===== src/rtl/cold_pkg.sv =====
// Shared definitions for the cold-room controller: FSM encoding, data widths,
// setpoint defaults and the compressor threshold helpers.
package cold_pkg;

  localparam int DEG_W = 8;
  localparam int RH_W  = 8;

  localparam int TEMP_SET_DEF  = 4;
  localparam int TEMP_HYST_DEF = 2;

  typedef enum logic [1:0] {
    ST_IDLE    = 2'd0,
    ST_READ    = 2'd1,
    ST_FILTER  = 2'd2,
    ST_CONTROL = 2'd3
  } ctrl_state_t;

  // Thresholds are 9 bits so SET+HYST cannot wrap for 8-bit setpoints.
  function automatic logic [8:0] on_threshold(input int set, input int hyst);
    return 9'(set + hyst);
  endfunction

  function automatic logic [8:0] off_threshold(input int set, input int hyst);
    return (set > hyst) ? 9'(set - hyst) : 9'd0;
  endfunction

endpackage


===== src/rtl/cold_climate_ctrl_if.sv =====
// Link between the controller and the DHT11 reader: read enable out,
// validated sample pulse and data back.
interface cold_climate_ctrl_if;
  import cold_pkg::*;

  logic             sensor_en;
  logic             sensor_valid;
  logic [RH_W-1:0]  sensor_hum;
  logic [DEG_W-1:0] sensor_temp;

  modport master (
    output sensor_en,
    input  sensor_valid,
    input  sensor_hum,
    input  sensor_temp
  );

  modport slave (
    input  sensor_en,
    output sensor_valid,
    output sensor_hum,
    output sensor_temp
  );

endinterface


===== src/rtl/cold_avg_filter.sv =====
// Power-of-2 moving average with ring buffer and running sum; the first
// sample after reset fills every slot so the average starts at that value.
module cold_avg_filter
  import cold_pkg::*;
#(
  parameter int AVG_LOG2 = 2,
  parameter int W        = DEG_W
) (
  input  logic         clk,
  input  logic         rst_n,
  input  logic         i_strobe,
  input  logic [W-1:0] i_data,
  output logic [W-1:0] o_avg,
  output logic         o_primed
);

  localparam int DEPTH = 1 << AVG_LOG2;
  localparam int SW    = W + AVG_LOG2;
  localparam int PW    = (AVG_LOG2 > 0) ? AVG_LOG2 : 1;

  logic [W-1:0]  w_ring [DEPTH];
  logic [PW-1:0] r_ptr;
  logic [SW-1:0] r_sum;
  logic [W-1:0]  r_avg;
  logic          r_primed;
  logic [W-1:0]  w_oldest;
  logic [SW-1:0] w_sum_next;

  for (genvar gi = 0; gi < DEPTH; gi++) begin : g_ring
    logic [W-1:0] r_entry;

    always_ff @(posedge clk or negedge rst_n) begin
      if (!rst_n) begin
        r_entry <= '0;
      end else if (i_strobe && (!r_primed || r_ptr == PW'(gi))) begin
        r_entry <= i_data;
      end
    end

    assign w_ring[gi] = r_entry;
  end

  assign w_oldest = w_ring[r_ptr];

  always_comb begin
    w_sum_next = SW'(i_data) << AVG_LOG2;
    if (r_primed) begin
      w_sum_next = r_sum - SW'(w_oldest) + SW'(i_data);
    end
  end

  always_ff @(posedge clk or negedge rst_n) begin
    if (!rst_n) begin
      r_ptr    <= '0;
      r_sum    <= '0;
      r_avg    <= '0;
      r_primed <= 1'b0;
    end else if (i_strobe) begin
      r_sum    <= w_sum_next;
      r_avg    <= w_sum_next[SW-1:AVG_LOG2];
      r_primed <= 1'b1;
      if (!r_primed || r_ptr == PW'(DEPTH - 1)) begin
        r_ptr <= '0;
      end else begin
        r_ptr <= r_ptr + 1'b1;
      end
    end
  end

  assign o_avg    = r_avg;
  assign o_primed = r_primed;

endmodule


===== src/rtl/cold_climate_ctrl.sv =====
// Cold-room controller: schedules DHT11 reads, filters the samples and drives
// the compressor with hysteresis, a minimum-off guard and a sensor-fault override.
module cold_climate_ctrl
  import cold_pkg::*;
#(
  parameter int SAMPLE_PERIOD_CYC = 2_000_000,
  parameter int READ_TIMEOUT_CYC  = 100_000,
  parameter int AVG_LOG2          = 2,
  parameter int TEMP_SET          = TEMP_SET_DEF,
  parameter int TEMP_HYST         = TEMP_HYST_DEF,
  parameter int FAIL_LIMIT        = 3,
  parameter int MIN_OFF_CYC       = 180_000_000
) (
  input  logic                       clk,
  input  logic                       rst_n,
  input  logic                       i_run,
  cold_climate_ctrl_if.master        sensor_if,
  output logic [RH_W-1:0]            o_avg_hum,
  output logic [DEG_W-1:0]           o_avg_temp,
  output logic                       o_avg_valid,
  output logic                       o_sample_tick,
  output logic                       o_compressor_on,
  output logic                       o_sensor_fault
);

  localparam int PER_W  = (SAMPLE_PERIOD_CYC > 1) ? $clog2(SAMPLE_PERIOD_CYC) : 1;
  localparam int TO_W   = (READ_TIMEOUT_CYC > 1) ? $clog2(READ_TIMEOUT_CYC) : 1;
  localparam int MOFF_W = (MIN_OFF_CYC > 1) ? $clog2(MIN_OFF_CYC) : 1;
  localparam int FAIL_W = $clog2(FAIL_LIMIT + 1);

  localparam logic [8:0] ON_THRESH  = on_threshold(TEMP_SET, TEMP_HYST);
  localparam logic [8:0] OFF_THRESH = off_threshold(TEMP_SET, TEMP_HYST);

  ctrl_state_t        r_state;
  ctrl_state_t        w_state_next;
  logic               r_run_d;
  logic [PER_W-1:0]   r_period_cnt;
  logic [TO_W-1:0]    r_to_cnt;
  logic [FAIL_W-1:0]  r_fail_cnt;
  logic [MOFF_W-1:0]  r_minoff_cnt;
  logic [RH_W-1:0]    r_hum_lat;
  logic [DEG_W-1:0]   r_temp_lat;
  logic               r_sample_tick;
  logic               r_comp;
  logic               r_fault;

  logic w_run_rise;
  logic w_period_hit;
  logic w_go_read;
  logic w_read_ok;
  logic w_read_to;
  logic w_filter_stb;
  logic w_ctrl_eval;
  logic w_fault_now;
  logic w_on_cond;
  logic w_off_cond;
  logic w_minoff_done;
  logic w_comp_off;
  logic w_t_primed;
  logic w_h_primed;
  logic [DEG_W-1:0] w_avg_temp;
  logic [RH_W-1:0]  w_avg_hum;

  // run is low throughout IDLE before a rising edge, so the rise itself is the
  // first-read request; no separate pending flag is needed.
  assign w_run_rise   = i_run & ~r_run_d;
  assign w_period_hit = (r_period_cnt == PER_W'(SAMPLE_PERIOD_CYC - 1));

  always_ff @(posedge clk or negedge rst_n) begin
    if (!rst_n) begin
      r_state <= ST_IDLE;
      r_run_d <= 1'b0;
    end else begin
      r_state <= w_state_next;
      r_run_d <= i_run;
    end
  end

  always_comb begin
    w_state_next = r_state;
    w_go_read    = 1'b0;
    w_read_ok    = 1'b0;
    w_read_to    = 1'b0;
    w_filter_stb = 1'b0;
    w_ctrl_eval  = 1'b0;
    if (!i_run) begin
      w_state_next = ST_IDLE;
    end else begin
      case (r_state)
        ST_IDLE: begin
          if (w_period_hit || w_run_rise) begin
            w_go_read    = 1'b1;
            w_state_next = ST_READ;
          end
        end
        ST_READ: begin
          if (sensor_if.sensor_valid) begin
            w_read_ok    = 1'b1;
            w_state_next = ST_FILTER;
          end else if (r_to_cnt == TO_W'(READ_TIMEOUT_CYC - 1)) begin
            w_read_to    = 1'b1;
            w_state_next = ST_CONTROL;
          end
        end
        ST_FILTER: begin
          w_filter_stb = 1'b1;
          w_state_next = ST_CONTROL;
        end
        ST_CONTROL: begin
          w_ctrl_eval  = 1'b1;
          w_state_next = ST_IDLE;
        end
        default: w_state_next = ST_IDLE;
      endcase
    end
  end

  assign sensor_if.sensor_en = (r_state == ST_READ);

  // Period counter free-runs across all states so read starts stay on a fixed grid.
  always_ff @(posedge clk or negedge rst_n) begin
    if (!rst_n) begin
      r_period_cnt <= '0;
    end else if (!i_run || w_go_read || w_period_hit) begin
      r_period_cnt <= '0;
    end else begin
      r_period_cnt <= r_period_cnt + 1'b1;
    end
  end

  always_ff @(posedge clk or negedge rst_n) begin
    if (!rst_n) begin
      r_to_cnt   <= '0;
      r_fail_cnt <= '0;
      r_hum_lat  <= '0;
      r_temp_lat <= '0;
    end else begin
      r_to_cnt <= (r_state == ST_READ) ? r_to_cnt + 1'b1 : '0;
      if (w_read_ok) begin
        r_fail_cnt <= '0;
        r_hum_lat  <= sensor_if.sensor_hum;
        r_temp_lat <= sensor_if.sensor_temp;
      end else if (w_read_to && r_fail_cnt < FAIL_W'(FAIL_LIMIT)) begin
        r_fail_cnt <= r_fail_cnt + 1'b1;
      end
    end
  end

  cold_avg_filter #(.AVG_LOG2(AVG_LOG2), .W(RH_W)) u_hum_filter (
    .clk      (clk),
    .rst_n    (rst_n),
    .i_strobe (w_filter_stb),
    .i_data   (r_hum_lat),
    .o_avg    (w_avg_hum),
    .o_primed (w_h_primed)
  );

  cold_avg_filter #(.AVG_LOG2(AVG_LOG2), .W(DEG_W)) u_temp_filter (
    .clk      (clk),
    .rst_n    (rst_n),
    .i_strobe (w_filter_stb),
    .i_data   (r_temp_lat),
    .o_avg    (w_avg_temp),
    .o_primed (w_t_primed)
  );

  assign w_fault_now   = (r_fail_cnt >= FAIL_W'(FAIL_LIMIT));
  assign w_on_cond     = w_fault_now ||
                         (o_avg_valid && ({1'b0, w_avg_temp} >= ON_THRESH));
  assign w_off_cond    = !w_fault_now && ({1'b0, w_avg_temp} <= OFF_THRESH);
  assign w_minoff_done = (r_minoff_cnt == '0);
  assign w_comp_off    = r_comp && (!i_run || (w_ctrl_eval && w_off_cond));

  always_ff @(posedge clk or negedge rst_n) begin
    if (!rst_n) begin
      r_comp        <= 1'b0;
      r_fault       <= 1'b0;
      r_sample_tick <= 1'b0;
    end else begin
      r_sample_tick <= w_filter_stb;
      if (w_ctrl_eval) begin
        r_fault <= w_fault_now;
      end
      if (w_comp_off) begin
        r_comp <= 1'b0;
      end else if (w_ctrl_eval && !r_comp && w_on_cond && w_minoff_done) begin
        r_comp <= 1'b1;
      end
    end
  end

  // Loaded with N-1 so a restart needs at least MIN_OFF_CYC cycles of off time.
  always_ff @(posedge clk or negedge rst_n) begin
    if (!rst_n) begin
      r_minoff_cnt <= '0;
    end else if (w_comp_off) begin
      r_minoff_cnt <= MOFF_W'(MIN_OFF_CYC - 1);
    end else if (!w_minoff_done) begin
      r_minoff_cnt <= r_minoff_cnt - 1'b1;
    end
  end

  assign o_avg_hum       = w_avg_hum;
  assign o_avg_temp      = w_avg_temp;
  assign o_avg_valid     = w_t_primed & w_h_primed;
  assign o_sample_tick   = r_sample_tick;
  assign o_compressor_on = r_comp;
  assign o_sensor_fault  = r_fault;

endmodule

===== src/flat_wrapper.sv =====
// flat-port wrapper written by rule: the top's interface ports become plain ports
module cold_climate_ctrl_flat import cold_pkg::*;
#(
  parameter int SAMPLE_PERIOD_CYC = 2_000_000,
  parameter int READ_TIMEOUT_CYC  = 100_000,
  parameter int AVG_LOG2          = 2,
  parameter int TEMP_SET          = TEMP_SET_DEF,
  parameter int TEMP_HYST         = TEMP_HYST_DEF,
  parameter int FAIL_LIMIT        = 3,
  parameter int MIN_OFF_CYC       = 180_000_000
)
  (clk, rst_n, i_run, o_avg_hum, o_avg_temp, o_avg_valid, o_sample_tick, o_compressor_on, o_sensor_fault, sensor_if_sensor_en, sensor_if_sensor_valid, sensor_if_sensor_hum, sensor_if_sensor_temp);
  cold_climate_ctrl_if sensor_if_i ();
  input  logic clk;
  input  logic rst_n;
  input  logic i_run;
  output logic [RH_W-1:0] o_avg_hum;
  output logic [DEG_W-1:0] o_avg_temp;
  output logic o_avg_valid;
  output logic o_sample_tick;
  output logic o_compressor_on;
  output logic o_sensor_fault;
  output wire logic [$bits(sensor_if_i.sensor_en)-1:0] sensor_if_sensor_en;
  input wire logic [$bits(sensor_if_i.sensor_valid)-1:0] sensor_if_sensor_valid;
  input wire logic [$bits(sensor_if_i.sensor_hum)-1:0] sensor_if_sensor_hum;
  input wire logic [$bits(sensor_if_i.sensor_temp)-1:0] sensor_if_sensor_temp;
  assign sensor_if_sensor_en = sensor_if_i.sensor_en;
  assign sensor_if_i.sensor_valid = sensor_if_sensor_valid;
  assign sensor_if_i.sensor_hum = sensor_if_sensor_hum;
  assign sensor_if_i.sensor_temp = sensor_if_sensor_temp;
  cold_climate_ctrl #(.SAMPLE_PERIOD_CYC(SAMPLE_PERIOD_CYC), .READ_TIMEOUT_CYC(READ_TIMEOUT_CYC), .AVG_LOG2(AVG_LOG2), .TEMP_SET(TEMP_SET), .TEMP_HYST(TEMP_HYST), .FAIL_LIMIT(FAIL_LIMIT), .MIN_OFF_CYC(MIN_OFF_CYC)) u_core (.clk(clk), .rst_n(rst_n), .i_run(i_run), .sensor_if(sensor_if_i), .o_avg_hum(o_avg_hum), .o_avg_temp(o_avg_temp), .o_avg_valid(o_avg_valid), .o_sample_tick(o_sample_tick), .o_compressor_on(o_compressor_on), .o_sensor_fault(o_sensor_fault));
endmodule

===== config.mk =====
export PLATFORM = sky130hd
export DESIGN_NAME = cold_climate_ctrl_flat
export DESIGN_NICKNAME = d
export VERILOG_FILES = /design/src/rtl/cold_pkg.sv /design/src/rtl/cold_climate_ctrl_if.sv /design/src/rtl/cold_avg_filter.sv /design/src/rtl/cold_climate_ctrl.sv /design/src/flat_wrapper.sv
export SDC_FILE = /design/constraint.sdc
export NUM_CORES = 1
export LEC_CHECK = 0
export CAP_MARGIN = 20
export CORE_ASPECT_RATIO = 0.7
export CORE_UTILIZATION = 30
export DETAILED_ROUTE_END_ITERATION = 12
export GPL_ROUTABILITY_DRIVEN = 0
export PLACE_DENSITY = 0.55
export SLEW_MARGIN = 20
export SYNTH_ARGS = -nofsm -noshare
export SYNTH_HDL_FRONTEND = slang
export SYNTH_HIERARCHICAL = 1
export SYNTH_SLANG_ARGS = --single-unit
export TNS_END_PERCENT = 10

===== constraint.sdc =====
create_clock -name clk -period 3.82 [get_ports clk]
set_input_delay 0.764 -clock clk [delete_from_list [all_inputs] [get_ports clk]]
set_output_delay 0.764 -clock clk [all_outputs]
set_load 0.02 [all_outputs]

=== After elaboration in Yosys (flattened, before gate mapping) ===
Index checks and enable logic that the tools add are counted.
Widths: inputs -> output; s select.

* Bits in registers: 195
* Bits in latches: 0
* Bits in writable memories: 0
* Memory bits (read-only): 0
* Input bits: 20
* Output and inout port bits: 21
* Logic and storage cells: 137
* Memories: 0

* Add/subtract/negate cells: 10
* Multipliers: 0
* Divide/modulo/power cells: 0
* Order comparisons: 6
* Equal/unequal tests: 14
* Shift-type cells: 0
* Muxes and demuxes: 37
* Bitwise gates (word level): 4
* Reductions and logical operators: 40

{| class="wikitable"
|+ Operator list
! operator !! number
|-
| $mux 28 || 2
|-
| $bmux 8 s2 || 2
|-
| $mux 8 || 4
|-
| $logic_not 28->1 || 1
|-
| $sub 28x1->28 const B || 1
|-
| $add 21x1->21 const B || 1
|-
| $eq 21x21->1 const B || 1
|-
| $mux 21 || 1
|-
| $add 10x8->10 || 2
|-
| $mux 10 || 2
|-
| $sub 10x8->10 || 2
|-
| $add 17x1->17 const B || 1
|-
| $eq 17x17->1 const B || 1
|-
| $mux 17 || 1
|-
| $logic_and 1x1->1 || 16
|-
| $mux 1 || 16
|-
| $mux 2 || 8
|-
| $logic_or 1x1->1 || 13
|-
| $eq 2x2->1 const B || 6
|-
| $ge 8x3->1 const B || 1
|-
| $le 8x2->1 const B || 1
|-
| $pmux 2 s4 || 1
|-
| $add 2x1->2 const B || 3
|-
| $eq 2x1->1 const B || 3
|-
| 13 further kinds || 21
|}

=== Logic depth before layout (Yosys ltp) ===
* Word-level depth: 9
* Depth in mapped cells: 12
* Gate-level depth less buffers: 11

=== By module ===
The synthesis kept the hierarchy.

{| class="wikitable"
|+ By module, submodules not included
! module !! times used !! cells an instance !! area each (µm²) !! sequential area each (µm²)
|-
| cold_climate_ctrl || 1 || 433 || 4520.6 || 2252.2
|-
| cold_avg_filter (u_core.u_temp_filter) || 1 || 274 || 2668.8 || 1126.1
|-
| cold_avg_filter (u_core.u_hum_filter) || 1 || 270 || 2645.0 || 1126.1
|}

=== Worst setup path after synthesis ===
No wires, ideal clock.

* Kind: register -> register
* Start point: reg u_core.u_hum_filter.r_ptr[0]
* End point: reg u_core.u_hum_filter.r_sum[8]
* Data arrival time: 3047 ps
* Required time: 3701 ps
* Setup slack: 654 ps
* Stages on the path, launching flop included: 12
* Period minus slack after synthesis: 3166 ps
* Path through: dfrtp_1 -> buf_2 -> mux4_2 -> fa_1 -> inv_1 -> fa_1 -> a211oi_1 -> nor3_1 -> a211oi_1 -> xnor2_1 -> a21oi_1 -> nor2_1

* Longest elaborated chain between the ends: 7

{| class="wikitable"
|+ Ends and longest elaborated chain
! element !! RTL line !! text
|-
| start, declared || cold_avg_filter.sv:22 || <nowiki>logic [PW-1:0] r_ptr;</nowiki>
|-
| start signal, assigned || cold_avg_filter.sv:65 || <nowiki>r_ptr <= r_ptr + 1'b1;</nowiki>
|-
| $not 2->3 (implied by the code) || cold_avg_filter.sv:43 || <nowiki>assign w_oldest = w_ring[r_ptr];</nowiki>
|-
| $bmux 8 s2 || cold_avg_filter.sv:43 ||
|-
| $mux 8 (implied by the code) (2 in series) || cold_avg_filter.sv:43 ||
|-
| $sub 10x8->10 || cold_avg_filter.sv:48 || <nowiki>w_sum_next = r_sum - SW'(w_oldest) + SW'(i_data);</nowiki>
|-
| $add 10x8->10 || cold_avg_filter.sv:48 ||
|-
| $mux 10 || cold_avg_filter.sv:47 || <nowiki>if (r_primed) begin</nowiki>
|-
| end signal, assigned || cold_avg_filter.sv:59 || <nowiki>r_sum <= w_sum_next;</nowiki>
|-
| end, declared || cold_avg_filter.sv:23 || <nowiki>logic [SW-1:0] r_sum;</nowiki>
|}

No other way between the ends. The select of a mux whose other input is x is not followed.
A chain may end at the register's enable or synchronous reset.

=== Worst setup path after layout ===
* Start point: reg u_core.u_hum_filter.r_ptr[0]
* End point: reg u_core.u_hum_filter.r_sum[9]

The elaborated chain is that of the path after synthesis.

==> impl_metrics.csv <==
group,metric,value,unit
outcome,status,"finished clean",
clock_network,clockBufferDepth,2,
route,vias,6780,
logic_synthesis,synth_seq_area_share,45.8,%
cells_and_area,final_area,0.0112,mm^2
timing,finalClockSkew,10.4,ps
clock_network,clock-sinks,180,
cells_and_area,seq_area,0.00450,mm^2
run,maxCapViolations,0,
clock_network,cts_hold_buf,0,
power_and_ir_drop,sw_frac_of_total,42.1,%
logic_synthesis,yosysWarnings,6,
logic_synthesis,synth_edf_count,0,
critical_path,max_stage_delay,650,ps
global_routing,grt_overflow,0,
logic_synthesis,yosysTopAreaCellShare,45.8,%
critical_path,startpoint_type,"register",
cells_and_area,drive_above_1_share,10.8,%
cells_and_area,final_util,34.8,%
route,viasPerCell,4.71,
route,drc,0,
route,drt_first_pass_iters,5,
critical_path,reg2reg_slack,410,ps
logic_synthesis,synth_top_area_cell,"dfrtp_1",
timing,fin_crit_sh,89.3,%
floorplanning,coreArea,0.0323,mm^2
logic_synthesis,synth_area,0.00983,mm^2
logic_synthesis,syn-mean-instance-area,10.1,um^2
global_routing,antenna_found_initial,0,
critical_path,crit_chain,"buf_4, mux4_2, fa_1, inv_1, ha_1, o21a_1, o211ai_1, a21o_1, a311oi_2, mux2i_1, a21oi_1",
logic_synthesis,syn_inst,977,
floorplanning,die-area,0.0335,mm^2
floorplanning,die_x,218,um
logic_synthesis,synthArstFlopShare,100,%
power_and_ir_drop,power_switching,4.35,mW
critical_path,slowest_stage,"dfrtp_1",
worst_hold_path,hold_path_class,"primary input to asynchronous set/reset pin",
cells_and_area,antenna_cells,0,
timing,setup_slack,410,ps
route,routed_wirelength,21400,um
timing,setup_viol_count_final,0,
global_routing,grt.total_usage,13.5,%
logic_synthesis,synth_area_leaders,"dfrtp_1, ha_1, o21ai_0",
floorplanning,io-pin-count,41,
clock_network,insertion_delay,440,ps
timing,slew_headroom,28.5,%
critical_path,r2r_start,"u_core/u_hum_filter/r_ptr[0]$_DFFE_PN0P_",
clock_network,ctsResizeCount,0,
power_and_ir_drop,power_density,919,mW/mm^2
route,wl_per_cell,14.9,um
cells_and_area,syn_to_final_growth,14.2,%
power_and_ir_drop,total_power,10.3,mW
critical_path,required,4110,ps
timing,holdWs,387,ps
power_and_ir_drop,seq_power_share,27.8,%
timing,drv_slew,0,
cells_and_area,fillerInstances,3212,
cells_and_area,final_net_count,1072,
timing,rsz0062_at_grt,"false",
logic_synthesis,synth_most_common_cell,"dfrtp_1",
logic_synthesis,synth_common_cells,"dfrtp_1, nand2_1, inv_1",
placement,pre_cts_ws,439,ps
placement,dp_cells,1405,
floorplanning,rows,55,
clock_network,ctsHtreeMaxLevel,4,
critical_path,crit_arrival,3700,ps
global_routing,grt_pass1_wl,36000,um
power_and_ir_drop,intPower,5.97,mW
power_and_ir_drop,power_frac_clock,18.0,%
logic_synthesis,ys_types,59,
power_and_ir_drop,worst_ir_drop_vdd,528,uV
power_and_ir_drop,cellLeakagePower,4.82,nW
clock_network,cts-root-buf,"clkbuf_16",
global_routing,grt_pass1_vias,6533,
cells_and_area,final-instance-count-excl-fill,1438,
clock_network,cts_tree,"built",
floorplanning,start_util,30.5,%
clock_network,cts_made_buffers,17,
critical_path,crit_fanout,9,
critical_path,r2r-end,"u_core/u_hum_filter/r_sum[9]$_DFFE_PN0P_",
placement,io_buffer_count,40,
power_and_ir_drop,p_comb_share,54.2,%
floorplanning,die_h,153,um
clock_network,postCtsSetupBuffers,0,
timing,fmax,0.293,GHz
route,drtIter0Drc,473,
critical_path,reg2reg_depth,11,
route,final_antenna_net_count,0,
critical_path,setup.worst_path.end_class,"register",
logic_synthesis,yosys_most_used_dff,"dfrtp_1",
placement,place_hpwl,15300,um
clock_network,path_clk_slew,70,ps
timing,worst_slew_pin_slew,1060,ps
timing,period_minus_slack,3410,ps
cells_and_area,multiInputGateArea,0.00475,mm^2
placement,dpl_cell_area,0.0106,mm^2
logic_synthesis,ys_ff_latch,180,
critical_path,worstSetupPathType,"register to register",
timing,setup-tns-final,0,ps
logic_synthesis,syn-num-nets,1051,
global_routing,grt_max_degree,84,
timing,hold_violations,0,
-- kinds of logic after synthesis --
group,count (synthesis),share of synthesized area (%)
AOI/OAI and AO/OA,178,10.9
buffers and inverters,134,5.99
adders and majority gates,54,8.09
and+or+nand+nor,318,16.2
muxes,45,6.93
DFF,180,45.8
xor gates and xnor gates,68,6.06
-- state kept, by name, summed over array words and instances, names as in the netlist, 8 cells and up --
signal / flops
u_core/u_hum_filter/r_sum: 10
u_core/u_temp_filter/r_sum: 10
u_core/r_hum_lat: 8
u_core/r_to_cnt: 17
u_core/r_period_cnt: 21
u_core/u_temp_filter/g_ring.r_entry: 32
u_core/r_temp_lat: 8
u_core/u_hum_filter/g_ring.r_entry: 32
u_core/r_minoff_cnt: 28
-- power by group through the flow --
stage	Sequential, mW	Combinational (mW)	Clock (mW)
after CTS	2.87	5.57	1.92
final	2.87	5.60	1.86
after global placement	2.90	5.47	0
after floorplan	2.67	4.62	0
after global routing	2.96	6.28	1.99
after detailed placement	2.91	5.51	0
-- cell usage in the layout (no fill, tap or decap), types with 6 or more instances in the layout --
cell and instances:
or3_1 6, clkbuf_16 17, inv_1 81, a21oi_1 31, mux2_2 25, nor2_1 71, mux4_2 16, and2_1 22
o21ai_1 6, nand4_1 19, inv_6 7, dfrtp_1 180, xor2_1 24, o21ai_0 79, ha_1 38, buf_4 14
nand2b_1 7, nand3_1 34, fa_1 16, xnor2_1 44, o211ai_1 9, a21o_1 11, clkdlybuf4s50_1 39, a211oi_1 9
and4_1 8, nor3_1 13, nand2_1 101
-- how the worst max path moves through the flow --
stage               slack, ps                                  endpoint  cells past startpoint                                startpoint
floorplan                 650  u_core/u_hum_filter/r_sum[8]$_DFFE_PN0P_                     11  u_core/u_hum_filter/r_ptr[0]$_DFFE_PN0P_
global placement          440  u_core/u_hum_filter/r_sum[8]$_DFFE_PN0P_                     10  u_core/u_hum_filter/r_ptr[0]$_DFFE_PN0P_
detailed placement        440  u_core/u_hum_filter/r_sum[9]$_DFFE_PN0P_                     11  u_core/u_hum_filter/r_ptr[0]$_DFFE_PN0P_
CTS                       410  u_core/u_hum_filter/r_sum[8]$_DFFE_PN0P_                     11  u_core/u_hum_filter/r_ptr[0]$_DFFE_PN0P_
global route              160  u_core/u_hum_filter/r_sum[8]$_DFFE_PN0P_                     11  u_core/u_hum_filter/r_ptr[0]$_DFFE_PN0P_
finish                    410  u_core/u_hum_filter/r_sum[9]$_DFFE_PN0P_                     11  u_core/u_hum_filter/r_ptr[0]$_DFFE_PN0P_
-- worst max-delay path, delay by kind of cell, from the launching register on --
| kind | cells | cell delay (ps) |
|---|---|---|
| buffers and inverters | 2 | 270 |
| AO/OA/AOI/OAI | 5 | 720 |
| adder cells (fa/ha/maj) | 2 | 880 |
| flip-flops | 1 | 650 |
| multiplexers | 2 | 730 |
-- metal layers --
metal | share of wire [%] | track usage, %
met1 | 57 | 21.6
met2 | 39 | 17.8
met3 | 3.1 | 3.52
met4 | 0.69 | 2.73
met5 | 0 | 0
-- layout make-up --
type | count | share of cell area [%]
multi-input cells | 663 | 42.2
flip-flops and latches | 180 | 40.1
well taps | 427 | 4.75
repair buffers | 55 | 4.71
clock buffers | 18 | 3.91
inverters | 81 | 2.71
clock inverters | 14 | 1.59
No activity file was read; power rests on OpenSTA's default activity.
